**config.mk**
```make
export PLATFORM = sky130hd
export DESIGN_NAME = i2c_master_ctrl
export DESIGN_NICKNAME = d
export VERILOG_FILES = /design/src/rtl/i2c_master_ctrl.sv
export SDC_FILE = /design/constraint.sdc
export NUM_CORES = 1
export LEC_CHECK = 0
export ABC_AREA = 1
export BUFFER_PORTS_ARGS = -buffer_cell sky130_fd_sc_hd__buf_2
export CORE_MARGIN = 2
export CORE_UTILIZATION = 45
export DETAILED_ROUTE_END_ITERATION = 12
export GPL_TIMING_DRIVEN = 0
export PLACE_DENSITY = 0.74
export SLEW_MARGIN = 40
export SYNTH_ARGS = -nofsm -noshare
export SYNTH_HDL_FRONTEND = slang
export SYNTH_SLANG_ARGS = --single-unit
```
**constraint.sdc**
```tcl
create_clock -name clk -period 1.7 [get_ports clk]
set_input_delay 0.085 -clock clk [delete_from_list [all_inputs] [get_ports clk]]
set_output_delay 0.085 -clock clk [all_outputs]
set_load 0.02 [all_outputs]
```
**src/rtl/i2c_master_ctrl.sv**
```systemverilog
// i2c_master_ctrl: I2C register-access master (cmd_*/wdata/rdata side, scl/sda_oe/sda_i pins, busy/done/nack_err status)
module i2c_master_ctrl #(
  parameter int CLK_DIV = 4,
  parameter int LEN_W = 4
) (
  input  logic             clk,
  input  logic             rst,
  input  logic             cmd_valid,
  output logic             cmd_ready,
  input  logic             cmd_rw,
  input  logic [6:0]       cmd_dev,
  input  logic [7:0]       cmd_reg,
  input  logic [LEN_W-1:0] cmd_len,
  input  logic [7:0]       wdata,
  input  logic             wdata_valid,
  output logic             wdata_ready,
  output logic [7:0]       rdata,
  output logic             rdata_valid,
  output logic             busy,
  output logic             done,
  output logic             nack_err,
  output logic             scl,
  output logic             sda_oe,
  input  logic             sda_i
);
  localparam int QW = $clog2(CLK_DIV);
  typedef enum logic [3:0] {
    IDLE, START, ADDR_W, ACK1, REG, ACK2, WREQ, WBYTE,
    WACK, RSTART, ADDR_R, ACK3, RBYTE, MACK, STOP, DONE_P
  } state_t;
  state_t state, nxt;
  logic [QW-1:0] qcnt;
  logic [1:0] q;
  logic [2:0] bcnt;
  logic rw, ack, run, qlast, samp, bit_end, byte_end, last;
  logic [6:0] dev, sh;
  logic [7:0] rg, wbuf, tx;
  logic [LEN_W-1:0] rem;
  assign run = !(state inside {IDLE, WREQ, DONE_P});
  assign qlast = qcnt == QW'(CLK_DIV - 1);
  assign samp = run && q == 2'd2 && qlast;
  assign bit_end = run && q == 2'd3 && qlast;
  assign byte_end = bit_end && bcnt == 3'd7;
  assign last = rem == LEN_W'(1);
  assign cmd_ready = state == IDLE;
  assign busy = !(state inside {IDLE, DONE_P});
  assign done = state == DONE_P;
  assign wdata_ready = state == WREQ;
  always_ff @(posedge clk) begin
    if (rst) begin
      state <= IDLE;
      qcnt <= '0;
      q <= '0;
      bcnt <= '0;
      nack_err <= 1'b0;
      rdata <= '0;
      rdata_valid <= 1'b0;
      rw <= 1'b0;
      dev <= '0;
      rg <= '0;
      rem <= '0;
      wbuf <= '0;
      sh <= '0;
      ack <= 1'b0;
    end else begin
      state <= nxt;
      rdata_valid <= 1'b0;
      qcnt <= run && !qlast ? qcnt + 1'b1 : '0;
      q <= run ? q + 2'(qlast) : '0;
      bcnt <= (!run || nxt != state) ? '0 : bcnt + 3'(bit_end);
      if (cmd_valid && state == IDLE) begin
        rw <= cmd_rw;
        dev <= cmd_dev;
        rg <= cmd_reg;
        rem <= cmd_len;
        nack_err <= 1'b0;
      end
      if (state == WREQ && wdata_valid) wbuf <= wdata;
      if (samp) begin
        ack <= sda_i;
        sh <= {sh[5:0], sda_i};
      end
      if (samp && sda_i && state inside {ACK1, ACK2, WACK, ACK3}) nack_err <= 1'b1;
      if (samp && state == RBYTE && bcnt == 3'd7) begin
        rdata <= {sh, sda_i};
        rdata_valid <= 1'b1;
      end
      if (bit_end && state inside {WACK, MACK}) rem <= rem - 1'b1;
    end
  end
  always_comb begin
    nxt = state;
    case (state)
      IDLE:    nxt = cmd_valid ? START : IDLE;
      START:   nxt = bit_end ? ADDR_W : START;
      ADDR_W:  nxt = byte_end ? ACK1 : ADDR_W;
      ACK1:    nxt = !bit_end ? ACK1 : ack ? STOP : REG;
      REG:     nxt = byte_end ? ACK2 : REG;
      ACK2:    nxt = !bit_end ? ACK2 : (ack || rem == '0) ? STOP : rw ? RSTART : WREQ;
      WREQ:    nxt = wdata_valid ? WBYTE : WREQ;
      WBYTE:   nxt = byte_end ? WACK : WBYTE;
      WACK:    nxt = !bit_end ? WACK : (ack || last) ? STOP : WREQ;
      RSTART:  nxt = bit_end ? ADDR_R : RSTART;
      ADDR_R:  nxt = byte_end ? ACK3 : ADDR_R;
      ACK3:    nxt = !bit_end ? ACK3 : ack ? STOP : RBYTE;
      RBYTE:   nxt = byte_end ? MACK : RBYTE;
      MACK:    nxt = !bit_end ? MACK : last ? STOP : RBYTE;
      STOP:    nxt = bit_end ? DONE_P : STOP;
      default: nxt = IDLE;
    endcase
  end
  always_comb begin
    tx = state == ADDR_W ? {dev, 1'b0} : state == REG ? rg : state == WBYTE ? wbuf : {dev, 1'b1};
    scl = 1'b1;
    sda_oe = 1'b0;
    case (state)
      START: begin
        scl = q != 2'd3;
        sda_oe = q[1];
      end
      ADDR_W, REG, WBYTE, ADDR_R: begin
        scl = q[1];
        sda_oe = ~tx[~bcnt];
      end
      ACK1, ACK2, WACK, ACK3, RBYTE: scl = q[1];
      WREQ: scl = 1'b0;
      RSTART: begin
        scl = q[1];
        sda_oe = q == 2'd3 && qcnt >= QW'(CLK_DIV / 2);
      end
      MACK: begin
        scl = q[1];
        sda_oe = !last;
      end
      STOP: begin
        scl = q[1];
        sda_oe = 1'b1;
      end
      default: ;
    endcase
  end
endmodule

```
### Word level (Yosys, flattened, before mapping)

Cells that the tools add are included.
Widths: inputs -> output; s select.

| word-level totals | value |
|---|---|
| latch bits | 0 |
| input port bits | 33 |
| bits in registers | 57 |
| memories | 0 |
| output and inout bits | 16 |
| memory bits (read-only) | 0 |
| logic and storage cells | 113 |
| bits in writable memories | 0 |

| cells by class | value |
|---|---|
| $add $sub $neg | 4 |
| div/mod/pow operators | 0 |
| shift operators | 0 |
| $lt $le $gt $ge | 2 |
| equality and inequality tests | 22 |
| reductions and logical operators | 34 |
| bitwise logic cells | 3 |
| multipliers | 0 |
| multiplexer cells | 34 |

Operators with widths:

| cell | number |
|---|---|
| $pmux 4 s15 | 1 |
| $mux 4 | 10 |
| $eq 4x4->1 const B | 8 |
| $mux 8 | 3 |
| $eq 4x3->1 const B | 4 |
| $logic_and 1x1->1 | 14 |
| $reduce_or 12->1 | 1 |
| $mux 1 | 11 |
| $mux 2 | 5 |
| $eq 4x1->1 const B | 2 |
| $eq 4x2->1 const B | 2 |
| $logic_not 4->1 | 2 |
| $reduce_bool 2->1 | 4 |
| $eq 2x2->1 const B | 3 |
| $reduce_or 2->1 | 3 |
| $pmux 1 s5 | 1 |
| $logic_not 1->1 | 4 |
| $lt 3x4->1 const B | 1 |
| $ne 4x4->1 | 1 |
| $reduce_bool 4->1 | 1 |
| $reduce_or 4->1 | 1 |
| $sub 4x1->4 const B | 1 |
| $add 3x1->3 | 1 |
| $bmux 1 s3 | 1 |
| 11 further kinds | 14 |

### Depth between registers and ports, before layout

Gate-level depths: netlist (run 1).

| logic depth | value |
|---|---|
| depth in word-level cells | 11 |
| depth in mapped cells | 14 |
| gate-level depth less buffers | 14 |

### Worst setup path after synthesis (run 1)

Ideal clock, no wire load.

| timing path | value |
|---|---|
| path kind | flip-flop to flip-flop |
| from | register qcnt[0] |
| to | register rem[1] |
| library setup time | 0.128 ns |
| path slack | 0.044 ns |
| cell stages (with the launch flop) | 11 |
| arrival | 1.529 ns |
| required time | 1.572 ns |
| period minus slack after synthesis | 1.656 ns |
| buffers on the path | 0 |
| cells stage by stage | dfxtp_1 > ha_1 > inv_1 > nor2_4 > nand4_4 > nor2_2 > a21oi_2 > inv_2 > nor2_2 > a21oi_1 > nor2_1 |

| on the way | value |
|---|---|
| longest elaborated chain between the ends | 4 |
| elaborated cells on any way between the ends | 5 |
| those cells by class | eq/ne: 1; mux: 1; reduce/logical: 3 |

Ends and longest elaborated chain:

| element | RTL line | source |
|---|---|---|
| start: declaration | 32 | `logic [QW-1:0] qcnt;` |
| start signal: assignment | 68 | `qcnt <= run && !qlast ? qcnt + 1'b1 : '0;` |
| $eq 2x2->1 (*) | 40 | `assign qlast = qcnt == QW'(CLK_DIV - 1);` |
| $logic_and 1x1->1 (*) | 42 | `assign bit_end = run && q == 2'd3 && qlast;` |
| $logic_and 1x1->1 (*) | 88 | `if (bit_end && state inside {WACK, MACK}) rem <= rem - 1'b1;` |
| $mux 4 / $reduce_bool 2->1 (equally long branches) | n/a |  |
| end signal: assignment | 75 | `rem <= cmd_len;` |
| end signal: assignment | 88 |  |
| end: declaration | 38 | `logic [LEN_W-1:0] rem;` |

Mark *: on every way between the ends. The rest lies on a longest branch, timed or not.
A chain may end at the register's enable or synchronous reset.

### Final worst setup path (run 1)

| timing path | value |
|---|---|
| from | register state[3] |
| to | output port scl |

| on the way | value |
|---|---|
| longest elaborated chain between the ends | 3 |
| elaborated cells on any way between the ends | 16 |
| those cells by class | eq/ne: 14; mux: 1; reduce/logical: 1 |

Ends and longest elaborated chain:

| element | RTL line | source |
|---|---|---|
| start: declaration | 31 | `state_t state, nxt;` |
| start signal: assignment | 66 | `state <= nxt;` |
| $eq 4x2->1, or another cell as far along | 116 | `case (state)` |
| $reduce_or 12->1 (no source line) | n/a |  |
| $pmux 1 s3 (*) | 116 |  |
| end: declaration | 22 | `output logic scl,` |

Marked as above.

==> results of run 1 <==
==> repair_timing <==
action / CTS / global route
pin swaps: 6 / 6
resized for setup: 33 / 26
setup buffers: 14 / 5
hold endpoints to repair: 0 / 0
setup endpoints to repair: 29 / 39
gates cloned: 2 / 0
==> cell usage in the layout, fill, tap and decap left out, drive strengths merged, types with 2 or more instances in the layout <==
cell and instances:
nand3b 2, dfxtp 56, ha 7, nor3 7, a21oi 38, xnor2 2, nand4 6, inv 65
nand2 93, clkinvlp 2, a31oi 5, o221ai 4, buf 67, nand3 26, o22ai 3, nor2 44
clkbuf 12, xor2 2, o21ai 39
==> power breakdown <==
part / internal (mW) / total [mW] / switching [mW] / leakage (nW)
combinational: 0.109 / 0.293 / 0.184 / 1.18
clock: 0.294 / 0.758 / 0.464 / 0.0445
sequential: 1.35 / 1.37 / 0.0189 / 0.459
==> flip-flops by register name (all words and copies together), names as in the netlist <==
register / count
state: 4
bcnt: 3
rdata_valid: 1
rem: 4
wbuf: 8
qcnt: 2
dev: 7
rw: 1
rdata: 8
sh: 7
rg: 8
q: 2
nack_err: 1
==> stage by stage <==
stage	area, um^2	hold WS (ns)	power (mW)	setup slack (ns)
CTS	3546	0.003483	2.425	-0.2318
detailed placement	3239	0.3250	1.669	-0.2568
global route	3628	0.006730	2.525	-0.3866
floorplan	2908	0.1881	1.571	0.04353
global placement	3239	0.3196	1.662	-0.2605
finish	3628	0.008865	2.418	-0.3101
==> metal layers <==
layer / vias to the layer above / global-route usage [%] / wire length, um
li1: 1493 / - / -
met1: 1348 / 28.61 / 3499
met2: 84 / 37.73 / 3815
met3: 13 / 3.441 / 308
met4: 0 / 7.792 / 145
met5: - / 0 / 0
==> kinds of logic (layout without fill, tap and decap cells) <==
group,count (synthesis),in the layout,synth area share (%)
flip-flops,56,56,38.55
adder cells (fa/ha/maj),7,7,3.012
AND/OR/NAND/NOR,179,180,30.25
buffers and inverters,73,147,9.510
XOR/XNOR,4,4,1.205
AO/OA/AOI/OAI,92,92,17.47
==> worst paths after layout <==
check / start / slack [ns] / cells after the start / endpoint
worst max register to register: state[3] / -0.15 / 12 / rdata[5]
worst min register to register: qcnt[0] / 0.46 / 1 / qcnt[0]
worst min-delay path: sda_i / 0.009 / 3 / rdata[0]
worst max-delay path: state[3] / -0.31 / 9 / scl
==> area by class of cell <==
cell class	count	area, um^2
sequential	56	1137
timing repair inverter	1	7.507
clock buffer	5	68.82
tap	77	96.34
clock inverter	3	21.27
timing repair buffer	65	384.1
inverter	64	255.2
buffer	9	38.79
fill	628	2685
multi-input combinational	283	1619
==> worst max-delay path, cell delays in order (launching register included) <==
cell     delay (ns)
dfxtp_4        0.40
inv_4          0.05
nand2_4        0.08
nor2_4         0.05
buf_4          0.14
nor4_2         0.36
nand3_1        0.10
o21ai_0        0.19
nand2_1        0.08
buf_2          0.16
==> cells in the mapped netlist, types with 5 or more instances <==
library cell,n,share of area [%]
clkbuf_1,8,1.0
nand3_1,25,4.3
o21ai_0,37,6.4
nor3_1,6,1.0
nand2_1,84,11
nor2_1,35,4.5
nor2_2,5,1.1
ha_1,7,3.0
a31oi_1,5,1.1
inv_1,52,6.7
dfxtp_1,56,39
a21oi_1,36,6.2
inv_2,10,1.3
nand2_4,5,1.9
==> metrics, run 1 <==
post-placement cell count=535; Final min period=2.010 ns; Post-DP HPWL=5488 um; Die Wd=84.39 um; CTS Buf Count=5; Leakage=1.686 nW; first-pass GRT wire length=12960 um; max cap viols=0; Via density=5.218; WP data arrival=1.93 ns; WL per Instance=roughly 14 um; worst clock skew=0.008290 ns; clk root buf=clkbuf_8; status=finished with violations; worst skew pair latency=0.31 ns; clock sinks=56; vias in the first global route=2761; Slew Viols, Final=0; vias=about 2900; CTS HTree Levels=2; syn avg cell area=7.075 um^2; fin cells=between 500 and 600; DRC=0; largest buffer count on any clock path=2; Netlist Area Pre-Place=slightly below 0.003 mm^2; nets@finish=525; setup TNS=-1.885 ns; I/O pins=slightly below 50; gpl congestion=0.9258; violated checks=setup timing; port buffer count=between 40 and 50; antenna violation net count after detailed routing=0; slew at the pin with the worst max-slew slack=0.5600 ns; Req. time, crit path=between 1.5 and 2 ns; Die Ht=84.39 um; final wirelength=7769 um; Ys Warns=0; Worst-path clk slew=between 0.1 and 0.15 ns; Finished Core Util=between 50% and 60%; Most used DFF post-synth=dfxtp_1; initial antenna violation count=0; endpoint type of the worst setup path=primary output; Hold Vio Cnt, Final=0; register area share after synthesis=38.55%; ant diodes=0; Row Count=29; Power Dens Cells=~670 mW/mm^2; post-synth cell types=37; hold_buf cts=0; final period utilization=118.2%; Tot GR Track Use=22.16%; # setup viols final=16; CTS tree=built; critical path launch point type=flip-flop; Pre-antenna DRT Iters=4; Syn Nets=around 450; FF+latch count, synth=56; number of synthesized flops with an enable pin=0; slew margin rel.=62.67%; GR Overflow Total=0; Post-Syn Instances=between 400 and 500; Max Fclk=497.5 MHz; RSZ-0062 raised after global routing=yes; largest net degree at the start of global routing=19; HP Class=input port to flip-flop; Area Overhead vs Synth=24.78%; setup ws final=-0.3101 ns; worst-path fanout max=4; core area=0.006314 mm^2; die footprint=0.007121 mm^2; worst ir drop on vdd=roughly 0.42 mV; layout cells sized above 1=27.98%; Initial Util=46.06%; critical path class=flip-flop to primary output; Iteration-0 DRC Markers=177; asr flop ratio synth=0%
No activity file was read; power rests on OpenSTA's default activity.
==> inputs of run 2 (changes only) <==
--- a/config.mk
+++ b/config.mk
@@ -6,10 +6,12 @@
 export NUM_CORES = 1
 export LEC_CHECK = 0
 export ABC_AREA = 1
-export BUFFER_PORTS_ARGS = -buffer_cell sky130_fd_sc_hd__buf_2
+export BUFFER_PORTS_ARGS = -buffer_cell sky130_fd_sc_hd__buf_4
 export CORE_MARGIN = 2
 export CORE_UTILIZATION = 45
+export CTS_BUF_LIST = sky130_fd_sc_hd__clkbuf_16
 export DETAILED_ROUTE_END_ITERATION = 12
+export GPL_ROUTABILITY_DRIVEN = 1
 export GPL_TIMING_DRIVEN = 0
 export PLACE_DENSITY = 0.74
 export SLEW_MARGIN = 40
==> run 2 against run 1 <==
  * The flow still finishes with violations (setup timing)
  * Utilization increased by 4.7 points
  * Count of clock-buffer cells in the layout unchanged
  * Via count increased by 3.0%
  * Global-route usage about the same
  * Sequential share of layout area decreased by 2.2 points
  * Clock skew about the same
  * Clock power increased by 36%
  * Combinational power increased by 12%
  * Register-to-register slack got worse by 0.04 ns
  * Sequential cell count unchanged
  * Final area increased by 8.1%
  * Non-clock buffer count increased by 6
  * Highest routed layer unchanged
==> metrics, run 2 (synthesis gave the netlist of run 1 again) <==
die footprint=0.007121 mm^2 (unchanged); Worst-path clk slew=0.07 ns (-0.04 ns); WP data arrival=1.84 ns (-0.09 ns); # setup viols final=16 (unchanged); core area=0.006314 mm^2 (unchanged); ant diodes=0 (unchanged); antenna violation net count after detailed routing=0 (unchanged); I/O pins=49 (unchanged); vias in the first global route=2821 (+2.2%); WL per Instance=14.15 um (+2.6%); Final min period=1.929 ns (-0.08125 ns); final wirelength=8039 um (+3.5%); CTS Buf Count=5 (unchanged); CTS HTree Levels=2 (unchanged); endpoint type of the worst setup path=primary output; Row Count=29 (unchanged); final period utilization=113.5% (-4.8 points); RSZ-0062 raised after global routing=yes; DRC=0 (unchanged); Die Ht=84.39 um (unchanged); max cap viols=0 (unchanged); status=finished with violations; clock sinks=56 (unchanged); worst skew pair latency=0.30 ns (about the same); worst-path fanout max=5 (+1); commonest non-fill, non-tap cells in the layout=75 x nand2_1, 68 x buf_4, 49 x inv_1, 49 x dfxtp_1, 36 x a21oi_1; clk root buf=clkbuf_16; Iteration-0 DRC Markers=210 (+19%); Hold Slack=0.009101 ns (+0.0002353 ns); largest buffer count on any clock path=2 (unchanged); Req. time, crit path=1.62 ns (about the same); layout cells sized above 1=31.57% (+3.6 points); Power Dens Cells=694.7 mW/mm^2 (+4.3%); gpl congestion=0.8697 (-6.1%); vias=3026 (+3.0%); nets@finish=530 (+0.95%); Post-DP HPWL=5529 um (+0.74%); first-pass GRT wire length=12960 um (unchanged); CTS tree=built; Tot Pwr=2.725 mW (+13%); Initial Util=46.06% (unchanged); GR Overflow Total=0 (unchanged); largest net degree at the start of global routing=18 (-1); Area Overhead vs Synth=34.90%; leading cell type in the layout, fill and taps excluded=nand2_1; worst clock skew=0.008342 ns (+0.00005223 ns); slew at the pin with the worst max-slew slack=0.5521 ns (-0.007858 ns); Slew Viols, Final=0 (unchanged); slew margin rel.=63.19% (+0.52 points); setup TNS=-1.921 ns (-0.03514 ns); worst ir drop on vdd=0.5873 mV (+41%); Max Fclk=518.4 MHz (+4.2%); Pre-antenna DRT Iters=5 (+1); Area after DPL=0.003357 mm^2 (+3.6%); critical path launch point type=flip-flop; violated checks=setup timing; Leakage=1.782 nW (+5.7%); Die Wd=84.39 um (unchanged); Final Instance Area=0.003923 mm^2 (+8.1%); biggest regs=rdata (8), rg (8), wbuf (8); Tot GR Track Use=22.17% (about the same); initial antenna violation count=0 (unchanged); Via density=5.327 (+2.1%); setup ws final=-0.2288 ns (+0.08126 ns); Hold Vio Cnt, Final=0 (unchanged); port buffer count=47 (unchanged); critical path class=flip-flop to primary output; HP Class=input port to flip-flop
run 2: through the flow:
stage,worst slack (ns),util (%),instances
floorplan,0.04353,-,411
global placement,-0.3155,53.17,535
detailed placement,-0.3210,53.17,535
CTS,-0.2067,59.31,560
global route,-0.3222,62.13,568
finish,-0.2288,62.13,568
run 2: path summary, 6_finish.rpt:
kind | start | endpoint | slack (ns) | cells after the start
max | state[1] | scl | -0.23 | 7
min | sda_i | rdata[0] | 0.009 | 3
max reg2reg | state[3] | bcnt[2] | -0.19 | 12
min reg2reg | qcnt[0] | qcnt[0] | 0.45 | 1
run 2: area by class of cell:
class	count	area, um^2
inverters	64	260.3
well taps	77	96.34
clock inverters	3	17.52
plain buffers	9	37.54
repair inverters	1	7.507
flip-flops and latches	56	1145
multi-input cells	282	1689
fillers	561	2391
repair buffers	71	544.3
clock buffers	5	125.1
run 2: power breakdown:
part	internal [mW]	total, mW	switching, mW
Sequential	1.35	1.37	0.0206
Combinational	0.139	0.328	0.188
Clock	0.545	1.03	0.486
run 2: layer usage:
metal	wire length (um)	vias up	share of wire (%)	GRT usage (%)
li1	-	1501	-	-
met1	3531	1389	44	28.82
met2	3810	114	47	37.23
met3	466	22	5.8	4.130
met4	231	0	2.9	7.359
met5	0	-	0	0
run 2: what timing repair did:
action                     CTS  global route
hold endpoints to repair     0             0
setup buffers               16             8
gates resized for setup     35            43
setup endpoints to repair   31            37
pin swaps                   10            13
hold buffers                 0             0
gates cloned                 1             0
run 2: worst max-delay path, stage by stage (launching register included):
cell and delay, ns:
dfxtp_4 0.38, inv_1 0.16, nand2_1 0.17, nor2_1 0.27, nand3b_1 0.24, o21ai_0 0.12, nand2_1 0.07, buf_4 0.13
